$ cat src/rtl/alu_arbiter.sv
// alu_arbiter: two-requester front end for a shared single-cycle integer ALU.
// Each operation runs IDLE -> EXEC -> RESP. The result is held until the owning
// requester accepts it.
// Optional build macro ALU_ARB_ROUND_ROBIN_EN selects round-robin grant.
// When it is undefined, requester 0 has fixed priority.
module alu_arbiter #(
   parameter int unsigned DATA_WIDTH = 32
) (
   input  logic                  clk,
   input  logic                  rst_n,
   input  logic [1:0]            req_valid,
   output logic [1:0]            req_ready,
   input  logic [5:0]            req0_op,
   input  logic [DATA_WIDTH-1:0] req0_a,
   input  logic [DATA_WIDTH-1:0] req0_b,
   input  logic [5:0]            req1_op,
   input  logic [DATA_WIDTH-1:0] req1_a,
   input  logic [DATA_WIDTH-1:0] req1_b,
   output logic [1:0]            resp_valid,
   input  logic [1:0]            resp_ready,
   output logic [DATA_WIDTH-1:0] resp_data,
   output logic                  alu_e,
   output logic [5:0]            alu_op,
   output logic [DATA_WIDTH-1:0] alu_a,
   output logic [DATA_WIDTH-1:0] alu_b,
   input  logic [DATA_WIDTH-1:0] alu_out,
   output logic                  busy
);

   localparam int unsigned OP_W = 6;

   typedef enum logic [1:0] {
      ST_IDLE,
      ST_EXEC,
      ST_RESP
   } state_t;

   state_t                state_q, state_d;
   logic                  owner_q, owner_d;
   logic [1:0]            resp_valid_q, resp_valid_d;
   logic [DATA_WIDTH-1:0] resp_data_q, resp_data_d;
   logic                  alu_e_q, alu_e_d;
   logic [OP_W-1:0]       alu_op_q, alu_op_d;
   logic [DATA_WIDTH-1:0] alu_a_q, alu_a_d;
   logic [DATA_WIDTH-1:0] alu_b_q, alu_b_d;
   logic                  busy_q, busy_d;
   logic                  grant_c;
   logic                  accept_c;

`ifdef ALU_ARB_ROUND_ROBIN_EN
   logic last_grant_q, last_grant_d;
`endif

   // Grant selection: a lone requester wins. On contention, policy depends on the build.
   always_comb begin
      grant_c = 1'b0;
      if (req_valid == 2'b10) begin
         grant_c = 1'b1;
      end else if (req_valid == 2'b11) begin
`ifdef ALU_ARB_ROUND_ROBIN_EN
         grant_c = ~last_grant_q;
`else
         grant_c = 1'b0;
`endif
      end
   end

   // Ready is offered only in IDLE and only to the granted requester. It is held low while in reset.
   always_comb begin
      req_ready = 2'b00;
      if (rst_n && (state_q == ST_IDLE) && (req_valid != 2'b00)) begin
         req_ready = grant_c ? 2'b10 : 2'b01;
      end
   end

   assign accept_c = |(req_valid & req_ready);

   // Next-state and registered-output values
   always_comb begin
      state_d      = state_q;
      owner_d      = owner_q;
      resp_valid_d = resp_valid_q;
      resp_data_d  = resp_data_q;
      alu_e_d      = 1'b0;
      alu_op_d     = alu_op_q;
      alu_a_d      = alu_a_q;
      alu_b_d      = alu_b_q;
      busy_d       = busy_q;
`ifdef ALU_ARB_ROUND_ROBIN_EN
      last_grant_d = last_grant_q;
`endif
      case (state_q)
         ST_IDLE: begin
            if (accept_c) begin
               state_d  = ST_EXEC;
               owner_d  = grant_c;
               alu_op_d = grant_c ? req1_op : req0_op;
               alu_a_d  = grant_c ? req1_a  : req0_a;
               alu_b_d  = grant_c ? req1_b  : req0_b;
               alu_e_d  = 1'b1;
               busy_d   = 1'b1;
`ifdef ALU_ARB_ROUND_ROBIN_EN
               last_grant_d = grant_c;
`endif
            end
         end
         ST_EXEC: begin
            state_d      = ST_RESP;
            resp_data_d  = alu_out;
            resp_valid_d = owner_q ? 2'b10 : 2'b01;
         end
         ST_RESP: begin
            if (resp_ready[owner_q]) begin
               state_d      = ST_IDLE;
               resp_valid_d = 2'b00;
               busy_d       = 1'b0;
            end
         end
         default: begin
            state_d      = ST_IDLE;
            resp_valid_d = 2'b00;
            busy_d       = 1'b0;
         end
      endcase
   end

   // State and output registers. Reset discards any in-flight operation.
   always_ff @(posedge clk or negedge rst_n) begin
      if (!rst_n) begin
         state_q      <= ST_IDLE;
         owner_q      <= 1'b0;
         resp_valid_q <= 2'b00;
         resp_data_q  <= '0;
         alu_e_q      <= 1'b0;
         alu_op_q     <= '0;
         alu_a_q      <= '0;
         alu_b_q      <= '0;
         busy_q       <= 1'b0;
`ifdef ALU_ARB_ROUND_ROBIN_EN
         last_grant_q <= 1'b1;
`endif
      end else begin
         state_q      <= state_d;
         owner_q      <= owner_d;
         resp_valid_q <= resp_valid_d;
         resp_data_q  <= resp_data_d;
         alu_e_q      <= alu_e_d;
         alu_op_q     <= alu_op_d;
         alu_a_q      <= alu_a_d;
         alu_b_q      <= alu_b_d;
         busy_q       <= busy_d;
`ifdef ALU_ARB_ROUND_ROBIN_EN
         last_grant_q <= last_grant_d;
`endif
      end
   end

   assign resp_valid = resp_valid_q;
   assign resp_data  = resp_data_q;
   assign alu_e      = alu_e_q;
   assign alu_op     = alu_op_q;
   assign alu_a      = alu_a_q;
   assign alu_b      = alu_b_q;
   assign busy       = busy_q;

endmodule

$ cat config.mk
export PLATFORM = sky130hd
export DESIGN_NAME = alu_arbiter
export DESIGN_NICKNAME = d
export VERILOG_FILES = /design/src/rtl/alu_arbiter.sv
export SDC_FILE = /design/constraint.sdc
export NUM_CORES = 1
export LEC_CHECK = 0
export ABC_AREA = 1
export CAP_MARGIN = 10
export CORE_MARGIN = 8
export CORE_UTILIZATION = 30
export DETAILED_ROUTE_END_ITERATION = 8
export GPL_TIMING_DRIVEN = 0
export PLACE_DENSITY_LB_ADDON = 0.2
export SLEW_MARGIN = 40
export SYNTH_ARGS = -nofsm -noshare
export SYNTH_HDL_FRONTEND = slang
export SYNTH_SLANG_ARGS = --single-unit
$ cat constraint.sdc
create_clock -name clk -period 1.05 [get_ports clk]
set_input_delay 0.105 -clock clk [delete_from_list [all_inputs] [get_ports clk]]
set_output_delay 0.105 -clock clk [all_outputs]
set_load 0.02 [all_outputs]
After elaboration in Yosys (flattened, before gate mapping)
Index checks and enable logic that the tools add are counted.

storage, ports and cells
  register bits after elaboration = 109
  bits of input ports = 178
  output and inout port bits = 108
  logic and storage cells = 45

cells by class
  order comparisons = 1
  equality and inequality tests = 5
  multiplexer cells = 18
  bitwise operators = 3
  reduce and logical (&&, ||, !) cells = 9

operator list
  cell                                                                   count
  32-bit two-way mux                                                     2
  2-bit case mux with 3 select lines                                     2
  2-bit two-way mux                                                      5
  1-bit two-way mux                                                      7
  6-bit two-way mux                                                      1
  2-bit AND reduction                                                    3
  2-bit == test (second input constant)                                  2
  2-bit != test (second input constant)                                  2
  1-bit case mux with 3 select lines                                     1
  3-bit AND reduction                                                    1
  2-bit bitwise AND                                                      1
  2-bit by 1-bit == test with 1-bit output (second input constant)       1
  1-bit logical AND                                                      2
  2-bit zero test                                                        1
  1-bit by 2-bit < comparator with 1-bit output (second input constant)  1
  1-bit NOT                                                              2
  2-bit nonzero test                                                     1
  2-bit OR reduction                                                     1

Longest topological paths before layout
Gate-level depths: netlist of run 1.

  word-level depth = 8
  gate-level depth with buffers = 8
  depth with buffers taken out = 6

Worst setup path after synthesis of run 1
OpenSTA, ideal clock, no wires.

  kind = flip-flop to output port
  start point = register state_q[1]
  end point = output port req_ready[1]
  data arrival time = 1.135 ns
  data required time = 0.945 ns
  path slack = -0.190 ns
  stages on the path, launching flop included = 5
  buffers on the path = 1
  cell sequence = dfrtp_1 nor2_1 nand3_2 buf_2 nor2_1

between the ends
  longest elaborated chain between the ends = 4

RTL lines
  what                             RTL line  RTL
  start: declaration               38        state_t state_q, state_d;
  start signal: assignment         143       state_q <= state_d;
  2-bit zero test                  71        if (rst_n && (state_q == ST_IDLE) && (req_valid != 2'b00)) begin
  1-bit logical AND (2 in series)  71
  2-bit two-way mux                71
  end: declaration                 12        output logic [1:0] req_ready,

Every way passes these cells.

Worst setup path in the final report of run 1
  start point = register state_q[1]
  end point = output port req_ready[0]

The elaborated chain is that of the path after synthesis.

==> reports/qor.yml, run 1 <==
floorplanning:
  initial_utilization_pct: 30.2
  io_pins: 286
  coreArea_um2: 17000
  dieArea_um2: 21600
  die_w_um: 147
  die_h_um: 147
  core.rowCount: 48
route:
  wl_per_cell_um: 16.2
  drt-total-wl_um: 20500
  vias_per_cell: 4.42
  first_pass_iters: 4
  first_iter_violations: 178
  drc_errors: 0
  vias: 5587
  drtAntennaViolNets: 0
critical_path:
  crit_fanout: 4
  start_kind: "flip-flop"
  endpoint_kind: "output port"
  path_class: "reg2out"
  required_ps: 940
  cp.arrival_ps: 1440
placed_design:
  dp_worst_setup_slack_ps: -1100
  placedCellCount: 1213
  routabilityCongestion: 0.783
  hpwl_um: 14800
  portBuffers: 284
clock_network:
  cts_buffers: 9
  htree_levels: 3
  clk_pin_slew_ps: 70
  worstSkewPairLatency_ps: 350
  cts_tree: "done"
  ctsRootBufferMaster: "clkbuf_16"
  cts_max_path_buffers: 2
  cts.sinks: 109
timing:
  timing.final.hold_violations: 43
  drv_slew: 0
  setup_viol: 111
  fin_skew_ps: 4.63
  min_period_ps: 1550
  grt_setup_unrepaired: "true"
  fin_crit_sh_pct: 147
  worstMarginPinSlew_ps: 494
  fmax_ghz: 0.646
  hold_ws_ps: -358
  setup_ws_ps: -498
  relSlewSlack_pct: 67.1
global_routing:
  grt_pass1_wl_um: 31700
  grt_start_max_net_pins: 67
  grt_antenna_before_repair: 0
  grt_pass1_vias: 5667
  gr-usage-all-layers_pct: 18.5
  grt_overflow_total: 0
worst_hold_path:
  min_path_type: "in2async"
yosys:
  synthMuxAreaShare_pct: 0
  syn_area_um2: 5140
  seq_area_frac_synth_pct: 53.1
  synth_xor_area_share_pct: 0
  synthSimpleGateAreaFrac_pct: 41.3
  synthAdderAreaFrac_pct: 0
  synthCells: 703
  synth-compound-area-share_pct: 0.0974
  synth_nets: 881
  synth_seq_cells: 109
  yosys.cell_types.count: 14
  synth_area_per_cell_um2: 7.31
  synth_top_family_by_area: "simple AND/OR/NAND/NOR gates"
  ys_warn_count: 0
final_layout:
  final_util_pct: 52.6
  antenna_cells: 0
  layout.cells.non_filler: 1265
  nets: 1213
  drive_gt1_share_pct: 21.0
  synthToLayoutAreaGrowth_pct: 73.9
outcome:
  violations: "hold timing, setup timing"
  status: "finished with violations"
power_and_ir_drop:
  internal_power_w: 0.0126
  cellPowerDensity_nw_per_um2: 2400
  peakVddDrop_mv: 1.14
  p_total_w: 0.0215
  p_comb_share_pct: 50.7
  swShare_pct: 41.2
  switchingPower_w: 0.00884
  power_frac_clock_pct: 16.0
  leakage_nw: 4.80
  seq_power_share_pct: 33.3
run:
  maxCapViolations: 0
## power groups by stage
stage	Combinational, W	Clock, W	Sequential [W]
global route	0.0119	0.00371	0.00739
floorplan	0.00267	0	0.00954
CTS	0.0104	0.00358	0.00712
detailed placement	0.0109	0	0.00722
finish	0.0109	0.00342	0.00715
global placement	0.0108	0	0.00716
## cell usage after synthesis (all sizes together)
master	n	share of area [%]
buf	31	3.8
nor2	4	0.34
clkbuf	12	0.88
nand3	72	7.1
inv	11	0.80
nand2	463	34
dfrtp	109	53
o21ai	1	0.097
## kinds of logic (layout without fill, tap and decap cells)
group	after synthesis	after routing
compound gates	1	1
buf+inv	54	391
flops	109	109
simple gates	539	539
## layout by cell type, fill, tap and decap left out, drive strengths merged
cell type / count
nand2: 463
clkdlybuf4s50: 175
buf: 167
dfrtp: 109
nand3: 72
clkbuf: 29
inv: 11
nor2: 4
bufbuf: 3
clkinv: 3
clkinvlp: 2
o21ai: 1
bufinv: 1
## per-layer routing
layer  up-vias  GRT usage, %  wire length, µm
met5         -             0                0
met4         0          5.76              286
met3        15          6.03             1690
met2       211          29.5             9660
met1      2538          23.5             8870
li1       2823             -                -
## path summary, 6_finish.rpt
path	start	slack, ps	end	cells after the start
max in group asynchronous	rst_n	740	alu_a[20]	2
min in group clk	alu_out[16]	290	resp_data[16]	3
worst min-delay path	rst_n	-360	resp_data[12]	1
worst max-delay path	state_q[1]	-500	req_ready[0]	7
worst max register to register	state_q[1]	-380	resp_data[30]	9
worst min register to register	alu_a[8]	470	alu_a[8]	2
## critical path, cell delays in order (launching register included)
cell,delay (ps)
dfrtp_1,410
nor2_4,180
nand3_4,130
inv_4,90
buf_8,90
nand2_2,40
inv_2,50
buf_6,100
## what timing repair did
item	4_1_cts	5_1_grt
pin swaps	2	7
hold endpoints to repair	43	43
gates cloned	7	7
setup endpoints to repair	213	116
buffers inserted	18	8
resized for setup	508	38
## final cells by class
type | count | area [µm²]
Buffer | 43 | 395
Clock buffer | 10 | 229
Clock inverter | 6 | 63.8
Fill cell | 1667 | 8060
Inverter | 11 | 66.3
Multi-Input combinational cell | 540 | 2200
Sequential cell | 109 | 2730
Tap cell | 225 | 282
Timing Repair Buffer | 321 | 2980
## state kept, by name, indices dropped and copies added, names as in the netlist
register / cells
alu_a: 32
resp_valid: 2
alu_op: 6
state_q: 2
alu_b: 32
owner_q: 1
busy: 1
alu_e: 1
resp_data: 32
## per-stage QoR
step | TNS [ps] | cell area (µm²) | hold WS, ps
floorplan | -2610 | 5160 | -191
global placement | -883350 | 8280 | 453
detailed placement | -51660 | 8310 | 25.3
CTS | -32910 | 8620 | -366
global route | -44540 | 8940 | -341
finish | -36900 | 8940 | -358
(Power assumes the default switching activity.)
==> inputs of run 2 (changes only) <==
--- a/config.mk
+++ b/config.mk
@@ -12,6 +12,7 @@
 export DETAILED_ROUTE_END_ITERATION = 8
 export GPL_TIMING_DRIVEN = 0
 export PLACE_DENSITY_LB_ADDON = 0.2
+export SKIP_CTS_REPAIR_TIMING = 1
 export SLEW_MARGIN = 40
 export SYNTH_ARGS = -nofsm -noshare
 export SYNTH_HDL_FRONTEND = slang
==> run 2 against run 1 <==
Compared with the run above: the flow still finishes with violations (hold timing, setup timing); wire length down 4.9%; core utilization down 3.4 points; sequential share of layout area up 2.1 points; non-clock buffer count down 24; first-iteration DRC count down 7.9%; combinational power down 14%; critical path type unchanged; largest power group unchanged.
==> reports/qor.yml, run 2 (synthesis gave the netlist of run 1 again) <==
critical_path:
  reg2reg_to: "alu_op[3]"
  cp.arrival_ps: 1480
  r2r_setup_slack_ps: -380
  endpoint_kind: "output port"
  start_kind: "flip-flop"
  path_class: "reg2out"
  required_ps: 940
  reg2reg_from: "state_q[1]"
  crit_fanout: 4
  reg2reg_depth: 8
route:
  drt-total-wl_um: 19500
  vias_per_cell: 4.37
  drtAntennaViolNets: 0
  drc_errors: 0
  first_pass_iters: 4
  first_iter_violations: 164
  vias: 5421
  wl_per_cell_um: 15.7
outcome:
  status: "finished with violations"
  violations: "hold timing, setup timing"
placed_design:
  place_area_um2: 8310
  dp_worst_setup_slack_ps: -1100
  portBuffers: 284
  placedCellCount: 1213
  hpwl_um: 14800
  routabilityCongestion: 0.783
clock_network:
  cts.sinks: 109
  cts_tree: "done"
  clk_pin_slew_ps: 80
  cts_buffers: 9
  htree_levels: 3
  cts_max_path_buffers: 2
  worstSkewPairLatency_ps: 350
  ctsRootBufferMaster: "clkbuf_16"
floorplanning:
  io_pins: 286
  initial_utilization_pct: 30.2
  die_h_um: 147
  core.rowCount: 48
  coreArea_um2: 17000
  die_w_um: 147
  dieArea_um2: 21600
timing:
  min_period_ps: 1580
  setup_ws_ps: -534
  fmax_ghz: 0.631
  drv_slew: 0
  fin_crit_sh_pct: 151
  grt_setup_unrepaired: "true"
  timing.final.hold_violations: 43
  setup_viol: 108
  fin_skew_ps: 5.66
  worstMarginPinSlew_ps: 492
  relSlewSlack_pct: 67.2
  hold_ws_ps: -357
power_and_ir_drop:
  peakVddDrop_mv: 1.12
  cellPowerDensity_nw_per_um2: 2400
  leakage_nw: 4.52
run:
  maxCapViolations: 0
global_routing:
  grt_antenna_before_repair: 0
  grt_start_max_net_pins: 67
  grt_pass1_wl_um: 30500
  gr-usage-all-layers_pct: 17.8
  grt_pass1_vias: 5484
  grt_overflow_total: 0
final_layout:
  stdcell_area_um2: 8360
  nets: 1189
  num-fill-cells: 1727
  layout.cells.non_filler: 1241
  synthToLayoutAreaGrowth_pct: 62.6
  antenna_cells: 0
  final_common_cell: "nand2_1"
  final_cell_mix: "455 x nand2_1, 175 x clkdlybuf4s50_1, 109 x dfrtp_1"
  drive_gt1_share_pct: 18.6
worst_hold_path:
  min_path_type: "in2async"
run 2: layout make-up:
cell class | count | area (µm²) | share of cell area [%]
Sequential cell | 109 | 2730 | 32.6
Timing Repair Buffer | 298 | 2510 | 30.0
Multi-Input combinational cell | 540 | 2180 | 26.1
Buffer | 42 | 318 | 3.80
Tap cell | 225 | 282 | 3.37
Clock buffer | 10 | 229 | 2.74
Clock inverter | 6 | 63.8 | 0.764
Inverter | 11 | 48.8 | 0.584
run 2: critical path: stages, from the launching register on:
cell	delay, ps
dfrtp_1	430
nor2_4	180
nand3_4	130
clkinv_4	100
buf_8	110
nand2_4	40
inv_2	40
buf_6	100
run 2: power breakdown:
part | switching [W] | total (W) | internal [W] | leakage [nW]
logic | 0.00586 | 0.00940 | 0.00354 | 3.02
registers | 0.00108 | 0.00721 | 0.00613 | 1.36
clock network | 0.00158 | 0.00343 | 0.00185 | 0.138
run 2: how the worst max path moves through the flow:
stage                     cells past startpoint  slack, ps      endpoint    startpoint
after global placement                        7      -5320  req_ready[0]         rst_n
after global routing                          7       -630  req_ready[0]    state_q[1]
after detailed placement                      7      -1100  req_ready[0]  req_valid[0]
final                                         7       -530  req_ready[0]    state_q[1]
after CTS                                     7      -1320  req_ready[0]    state_q[0]
after floorplan                               6        -50  req_ready[0]    state_q[0]
run 2: routing by layer:
layer | vias to the layer above | track usage [%] | routed length (µm) | part of all wire [%]
met2 | 196 | 28.1 | 9000 | 46
met3 | 16 | 5.69 | 1570 | 8.1
li1 | 2771 | - | - | -
met1 | 2438 | 22.7 | 8610 | 44
met4 | 0 | 5.86 | 311 | 1.6
met5 | - | 0 | 0 | 0
run 2: per-stage QoR:
| step | power, W | utilization (%) | hold WS (ps) | setup TNS, ps |
|---|---|---|---|---|
| after global routing | 0.0216 | 49.2 | -344 | -37270 |
| after global placement | 0.0180 | 48.7 | 453 | -883350 |
| after CTS | 0.0217 | 50.6 | -368 | -81820 |
| after detailed placement | 0.0181 | 48.9 | 25.3 | -51660 |
| after floorplan | 0.0122 | - | -191 | -2610 |
| final | 0.0200 | 49.2 | -357 | -25580 |
